===== config.mk =====
export PLATFORM = sky130hd
export DESIGN_NAME = matrix_scan_controller
export DESIGN_NICKNAME = d
export VERILOG_FILES = /design/src/rtl/matrix_pkg.sv /design/src/rtl/image_rom.sv /design/src/rtl/matrix_scan_controller.sv
export SDC_FILE = /design/constraint.sdc
export NUM_CORES = 1
export LEC_CHECK = 0
export CELL_PAD_IN_SITES_DETAIL_PLACEMENT = 0
export CELL_PAD_IN_SITES_GLOBAL_PLACEMENT = 1
export CORE_MARGIN = 2
export CORE_UTILIZATION = 40
export CTS_BUF_LIST = sky130_fd_sc_hd__clkbuf_16
export DETAILED_ROUTE_END_ITERATION = 16
export PLACE_DENSITY_LB_ADDON = 0.25
export SYNTH_ARGS = -nofsm -noshare
export SYNTH_HDL_FRONTEND = slang
export SYNTH_HIERARCHICAL = 1
export SYNTH_SLANG_ARGS = --single-unit

===== constraint.sdc =====
create_clock -name clock -period 2.45 [get_ports clock]
set_clock_uncertainty 0.15 [all_clocks]
set_input_delay 0.49 -clock clock [delete_from_list [all_inputs] [get_ports clock]]
set_output_delay 0.49 -clock clock [all_outputs]
set_load 0.01 [all_outputs]

===== src/rtl/matrix_pkg.sv =====
// matrix_pkg: shared types and glyph table for the column-multiplexed matrix scanner.
// IMAGE_ROM[image][k] gives the 7-bit row pattern for column index k (k=0 is the outer pair).
package matrix_pkg;

  typedef enum logic [1:0] {
    ST_IDLE  = 2'd0,
    ST_BLANK = 2'd1,
    ST_DRIVE = 2'd2
  } state_e;

  typedef logic [1:0] image_t;
  typedef logic [6:0] row_t;

  // Image 0 is dark so that a freshly reset display shows nothing.
  localparam row_t IMAGE_ROM [4][3] = '{
    '{7'h00, 7'h00, 7'h00},
    '{7'h11, 7'h22, 7'h44},
    '{7'h3E, 7'h41, 7'h3E},
    '{7'h7F, 7'h08, 7'h7F}
  };

endpackage


===== src/rtl/image_rom.sv =====
// image_rom: combinational row-pattern lookup for one image and one column index.
module image_rom
  import matrix_pkg::*;
(
  input  image_t     image,
  input  logic [1:0] col_idx,
  output row_t       rows
);

  // Column index 3 never occurs in the scan; it reads as dark rather than out of range.
  always_comb begin
    rows = '0;
    if (col_idx != 2'd3) rows = IMAGE_ROM[image][col_idx];
  end

endmodule


===== src/rtl/matrix_scan_controller.sv =====
// matrix_scan_controller: scans a 3-column mirrored LED matrix, one column slot of
// DIVIDER clocks at a time, and swaps the displayed image only at frame boundaries.
// Build macro MATRIX_SCAN_BLANK_EN: when defined, each slot opens with BLANK_CYCLES
// rows-off cycles (ghosting guard); when undefined, slots are pure DRIVE.
//
//   state    | meaning
//   ---------+-------------------------------------------------------------
//   ST_IDLE  | scan disabled, col=000, rows=0, column index and counter cleared
//   ST_BLANK | column k selected, rows forced off for BLANK_CYCLES cycles
//   ST_DRIVE | column k selected, rows = IMAGE_ROM[cur_image][k]
module matrix_scan_controller
  import matrix_pkg::*;
#(
  parameter int DIVIDER      = 1000,
  parameter int BLANK_CYCLES = 4
) (
  input  logic       clock,
  input  logic       reset_n,
  input  logic       enable,
  input  logic       image_req,
  input  image_t     image_id,
  output logic       image_ack,
  output logic [2:0] col,
  output row_t       rows,
  output logic       frame_done
);

  localparam int CNT_W = (DIVIDER > 1) ? $clog2(DIVIDER) : 1;
  localparam logic [CNT_W-1:0] CNT_LAST = CNT_W'(DIVIDER - 1);

`ifdef MATRIX_SCAN_BLANK_EN
  localparam logic [CNT_W-1:0] BLANK_LAST = CNT_W'(BLANK_CYCLES - 1);
  localparam state_e SLOT_START = ST_BLANK;
`else
  localparam state_e SLOT_START = ST_DRIVE;
`endif

  if (DIVIDER < 2 || BLANK_CYCLES < 1 || BLANK_CYCLES >= DIVIDER) begin : g_bad_params
    $error("matrix_scan_controller: need 1 <= BLANK_CYCLES < DIVIDER");
  end

  state_e             state_q, state_d;
  logic [1:0]         k_q, k_d;
  logic [CNT_W-1:0]   cnt_q, cnt_d;
  image_t             cur_image_q, cur_image_d;
  logic [2:0]         col_q, col_d;
  row_t               rows_q, rows_d;
  logic               frame_done_q, frame_done_d;
  logic               image_ack_q, image_ack_d;
  logic               boundary;
  row_t               rom_rows;

  // Looked up with next-state values so the registered rows line up with col.
  image_rom u_image_rom (
    .image   (cur_image_d),
    .col_idx (k_d),
    .rows    (rom_rows)
  );

  // Slot sequencing, column advance, and boundary-only image latch.
  always_comb begin
    state_d     = state_q;
    k_d         = k_q;
    cnt_d       = cnt_q;
    cur_image_d = cur_image_q;
    boundary    = 1'b0;
    if (!enable) begin
      state_d = ST_IDLE;
      k_d     = 2'd0;
      cnt_d   = '0;
    end else if (state_q == ST_IDLE) begin
      state_d = SLOT_START;
      k_d     = 2'd0;
      cnt_d   = '0;
    end else if (cnt_q == CNT_LAST) begin
      state_d  = SLOT_START;
      cnt_d    = '0;
      k_d      = (k_q == 2'd2) ? 2'd0 : k_q + 2'd1;
      boundary = (k_q == 2'd2);
    end else begin
      cnt_d = cnt_q + CNT_W'(1);
`ifdef MATRIX_SCAN_BLANK_EN
      if (state_q == ST_BLANK && cnt_q == BLANK_LAST) state_d = ST_DRIVE;
`endif
    end
    if (boundary && image_req) cur_image_d = image_id;
  end

  // Output decode from the next state so every output is a plain flop.
  always_comb begin
    col_d        = (state_d == ST_IDLE) ? 3'b000 : (3'b100 >> k_d);
    rows_d       = (state_d == ST_DRIVE) ? rom_rows : '0;
    frame_done_d = boundary;
    image_ack_d  = boundary & image_req;
  end

  // State and output registers with synchronous active-low reset.
  always_ff @(posedge clock) begin
    if (!reset_n) begin
      state_q      <= ST_IDLE;
      k_q          <= 2'd0;
      cnt_q        <= '0;
      cur_image_q  <= '0;
      col_q        <= 3'b000;
      rows_q       <= '0;
      frame_done_q <= 1'b0;
      image_ack_q  <= 1'b0;
    end else begin
      state_q      <= state_d;
      k_q          <= k_d;
      cnt_q        <= cnt_d;
      cur_image_q  <= cur_image_d;
      col_q        <= col_d;
      rows_q       <= rows_d;
      frame_done_q <= frame_done_d;
      image_ack_q  <= image_ack_d;
    end
  end

  assign col        = col_q;
  assign rows       = rows_q;
  assign frame_done = frame_done_q;
  assign image_ack  = image_ack_q;

endmodule


==> reports/qor.csv <==
metric,value,unit
critical path startpoint category,primary input,
FILL cells,296,
cells after synthesis,129,
CP arrival,2280,ps
Int Pwr,0.6882,mW
WP data required,2500,ps
"FF+latch count, synth",28,
Mean Syn Cell Area,9.428,um2
P&R area growth vs syn,23.25,%
post-synthesis sequential area ratio,46.09,%
post-CTS resize count,0,
htree depth,1,
CTS Hold Bufs,0,
total CTS buffers,3,
clk_lat worst skew,260,ps
worst-path maximum fanout,7,
RD Place Congestion,0.7787,
DR vias/cell,5.104,
Antenna Nets Post-Route,0,
CTS sink count,28,
Antenna Cells,0,
Die H,59.14,um
vias,929,
Clock power frac,43.1,%
post-synth net total,136,
Initial Utilization,40.84,%
Mapped Area,0.001216,mm2
final hold vios,0,
TNS Setup,0,ps
Reg-to-Reg Start,cnt_q[0],
fin crit period,2228,ps
share of cells above drive strength 1,10.74,%
DR pass1 iterations,4,
FP Rows,20,
Final Core Density,50.34,%
Worst-Margin Slew,413.7,ps
DP HPWL,1609,um
GRT Resource Usage Total,14.51,%
number of global-route vias before repair,880,
IO Count,18,
Die Footprint,0.003498,mm2
Hold WC Path Type,register to register,
Sw Pwr,0.1583,mW
CP Capture Type,register,
CTS tree,built,
WS Path Type,primary input to register,
starting DRC count in detailed routing,32,
clk buf depth,2,
"reg-to-reg slack, setup",260,ps
Seq pwr share,54.2,%
antenna violations before repair,0,
unrepaired setup endpoints after global routing,false,
Leak,0.5818,nW
FF-to-FF path depth,7,
core area,0.002978,mm2
power per cell area,564.7,mW/mm2
fmax,0.4489,GHz
Nets,157,
DP Area,0.001420,mm2
Routed WL,2120,um
maximum vdd ir drop,228.7,uV
yosys warns,6,
Worst Hold Depth,1,
Worst-path clk slew,60,ps
CP startpoint,enable,
max_slew headroom,72.13,%
"Slew Viols, Final",0,
Max Cap Violations,0,
post-route cell area,0.001499,mm2
Final WS setup,222.4,ps
Die Wd,59.14,um
Wirelength per Cell,11.65,um
post-synth cell types,38,
gr ovfl total,0,
# setup viols final,0,
Post-CTS Setup Repair Bufs,0,
worst flop-to-flop path endpoint,rows[1],
CTS root buf,clkbuf_16,
IO Port Bufs,17,
status,"finished, final reports clean",
combinational share of power,2.7,%
largest net degree at the start of global routing,16,
CP endpoint,rows[1],
fin crit share,90.92,%
Sw Share,18.71,%
first-pass GRT wire length,3864,um
post-place setup slack,-54.92,ps
final routed DRC violation total,0,
[Yosys cell counts, drive strengths merged]
library cell / instances / area, um2
or2: 1 / 6.260
nor2: 20 / 75.07
nor4: 2 / 18.77
mux2: 2 / 22.52
ha: 1 / 12.51
nand3: 2 / 10.01
buf: 2 / 18.77
or3: 2 / 12.51
nand3b: 1 / 20.02
and2: 10 / 62.56
nor3: 3 / 26.28
nor2b: 3 / 18.77
nand2: 8 / 30.03
a21oi: 9 / 56.31
nand2b: 3 / 21.27
nand4: 3 / 25.02
a2bb2oi: 1 / 8.760
a21boi: 1 / 7.510
and3: 2 / 13.77
xor2: 4 / 35.03
inv: 3 / 11.26
xnor2: 2 / 17.52
o221a: 1 / 11.26
o21ai: 5 / 25.02
mux2i: 3 / 30.03
clkbuf: 1 / 3.750
o211ai: 2 / 15.01
dfxtp: 28 / 560.5
nand4bb: 3 / 33.78
a31oi: 1 / 6.260
[per-stage QoR]
| stage | instances | hold WS, ps | total power, mW |
|---|---|---|---|
| floorplan | 129 | 276.0 | 0.4778 |
| global placement | 178 | 293.7 | 0.4923 |
| detailed placement | 178 | 305.5 | 0.4923 |
| CTS | 182 | 320.5 | 0.8569 |
| global route | 182 | 353.7 | 0.8813 |
| finish | 182 | 311.6 | 0.8465 |
[state kept, by name, indices dropped and copies added, names as in the netlist]
| name | flops |
|---|---|
| state_q | 2 |
| cur_image_q | 2 |
| image_ack | 1 |
| frame_done | 1 |
| col | 3 |
| cnt_q | 10 |
| rows | 7 |
| k_q | 2 |
[worst min path at each step]
stage                     startpoint       end  slack, ps
final                       cnt_q[0]  cnt_q[0]        310
after global routing        cnt_q[0]  cnt_q[0]        350
after CTS                   cnt_q[0]  cnt_q[0]        320
after detailed placement    cnt_q[0]  cnt_q[0]        310
after global placement      cnt_q[0]  cnt_q[0]        290
after floorplan             cnt_q[0]  cnt_q[0]        280
[final cells by class]
cell class              instances  area [um2]  share of cell area (%)
clock inverters                 1       3.754                  0.2504
flip-flops and latches         28       560.5                   37.40
multi-input cells              95       621.8                   41.49
well taps                      33       41.29                   2.755
repair buffers                 19       185.2                   12.35
clock buffers                   3       75.07                   5.008
inverters                       3       11.26                  0.7513
[power groups by stage]
stage	Clock (mW)	Combinational [mW]	Sequential [mW]
after floorplan	0	0.00845	0.469
after global placement	0	0.0232	0.469
after detailed placement	0	0.0232	0.469
after CTS	0.375	0.0233	0.459
after global routing	0.397	0.0257	0.459
final	0.365	0.0229	0.459
[worst max-delay path, cell delays in order]
cell,delay (ps)
clkdlybuf4s50_1,480
o211ai_1,120
nor4_2,310
mux2_2,430
nand4bb_1,190
o21ai_0,110
and2_1,150
[per-layer routing]
metal | track usage [%] | share of wire [%] | wire length, um | up-vias
met2 | 23.33 | 48 | 1022 | 9
met1 | 18.40 | 48 | 1010 | 433
met3 | 2.620 | 2.1 | 45 | 4
met4 | 7.792 | 1.9 | 41 | 0
met5 | 0 | 0 | 0 | -
li1 | - | - | - | 483
[placed cells by master (no fill, tap or decap), types with 2 or more instances in the layout]
| cell type | n |
|---|---|
| a21oi_1 | 8 |
| and2_1 | 10 |
| buf_4 | 2 |
| clkbuf_16 | 3 |
| clkdlybuf4s50_1 | 17 |
| dfxtp_1 | 28 |
| inv_1 | 3 |
| mux2_2 | 2 |
| mux2i_1 | 3 |
| nand2_1 | 8 |
| nand2b_1 | 2 |
| nand3_1 | 2 |
| nand4_1 | 2 |
| nand4bb_1 | 3 |
| nor2_1 | 20 |
| nor2b_1 | 3 |
| nor3_1 | 2 |
| o211ai_1 | 2 |
| o21ai_0 | 3 |
| o21ai_1 | 2 |
| or3_1 | 2 |
| xnor2_1 | 2 |
| xor2_1 | 4 |
[kinds of logic after synthesis]
kind of cell / Yosys count / share of synthesized area, %
mux: 5 / 4.321
compound gates: 20 / 10.70
flops: 28 / 46.09
simple gates: 63 / 30.76
xor+xnor: 6 / 4.321
buf+inv: 6 / 2.778
fa+ha+maj: 1 / 1.029
Power figures use the tool's default switching activity.
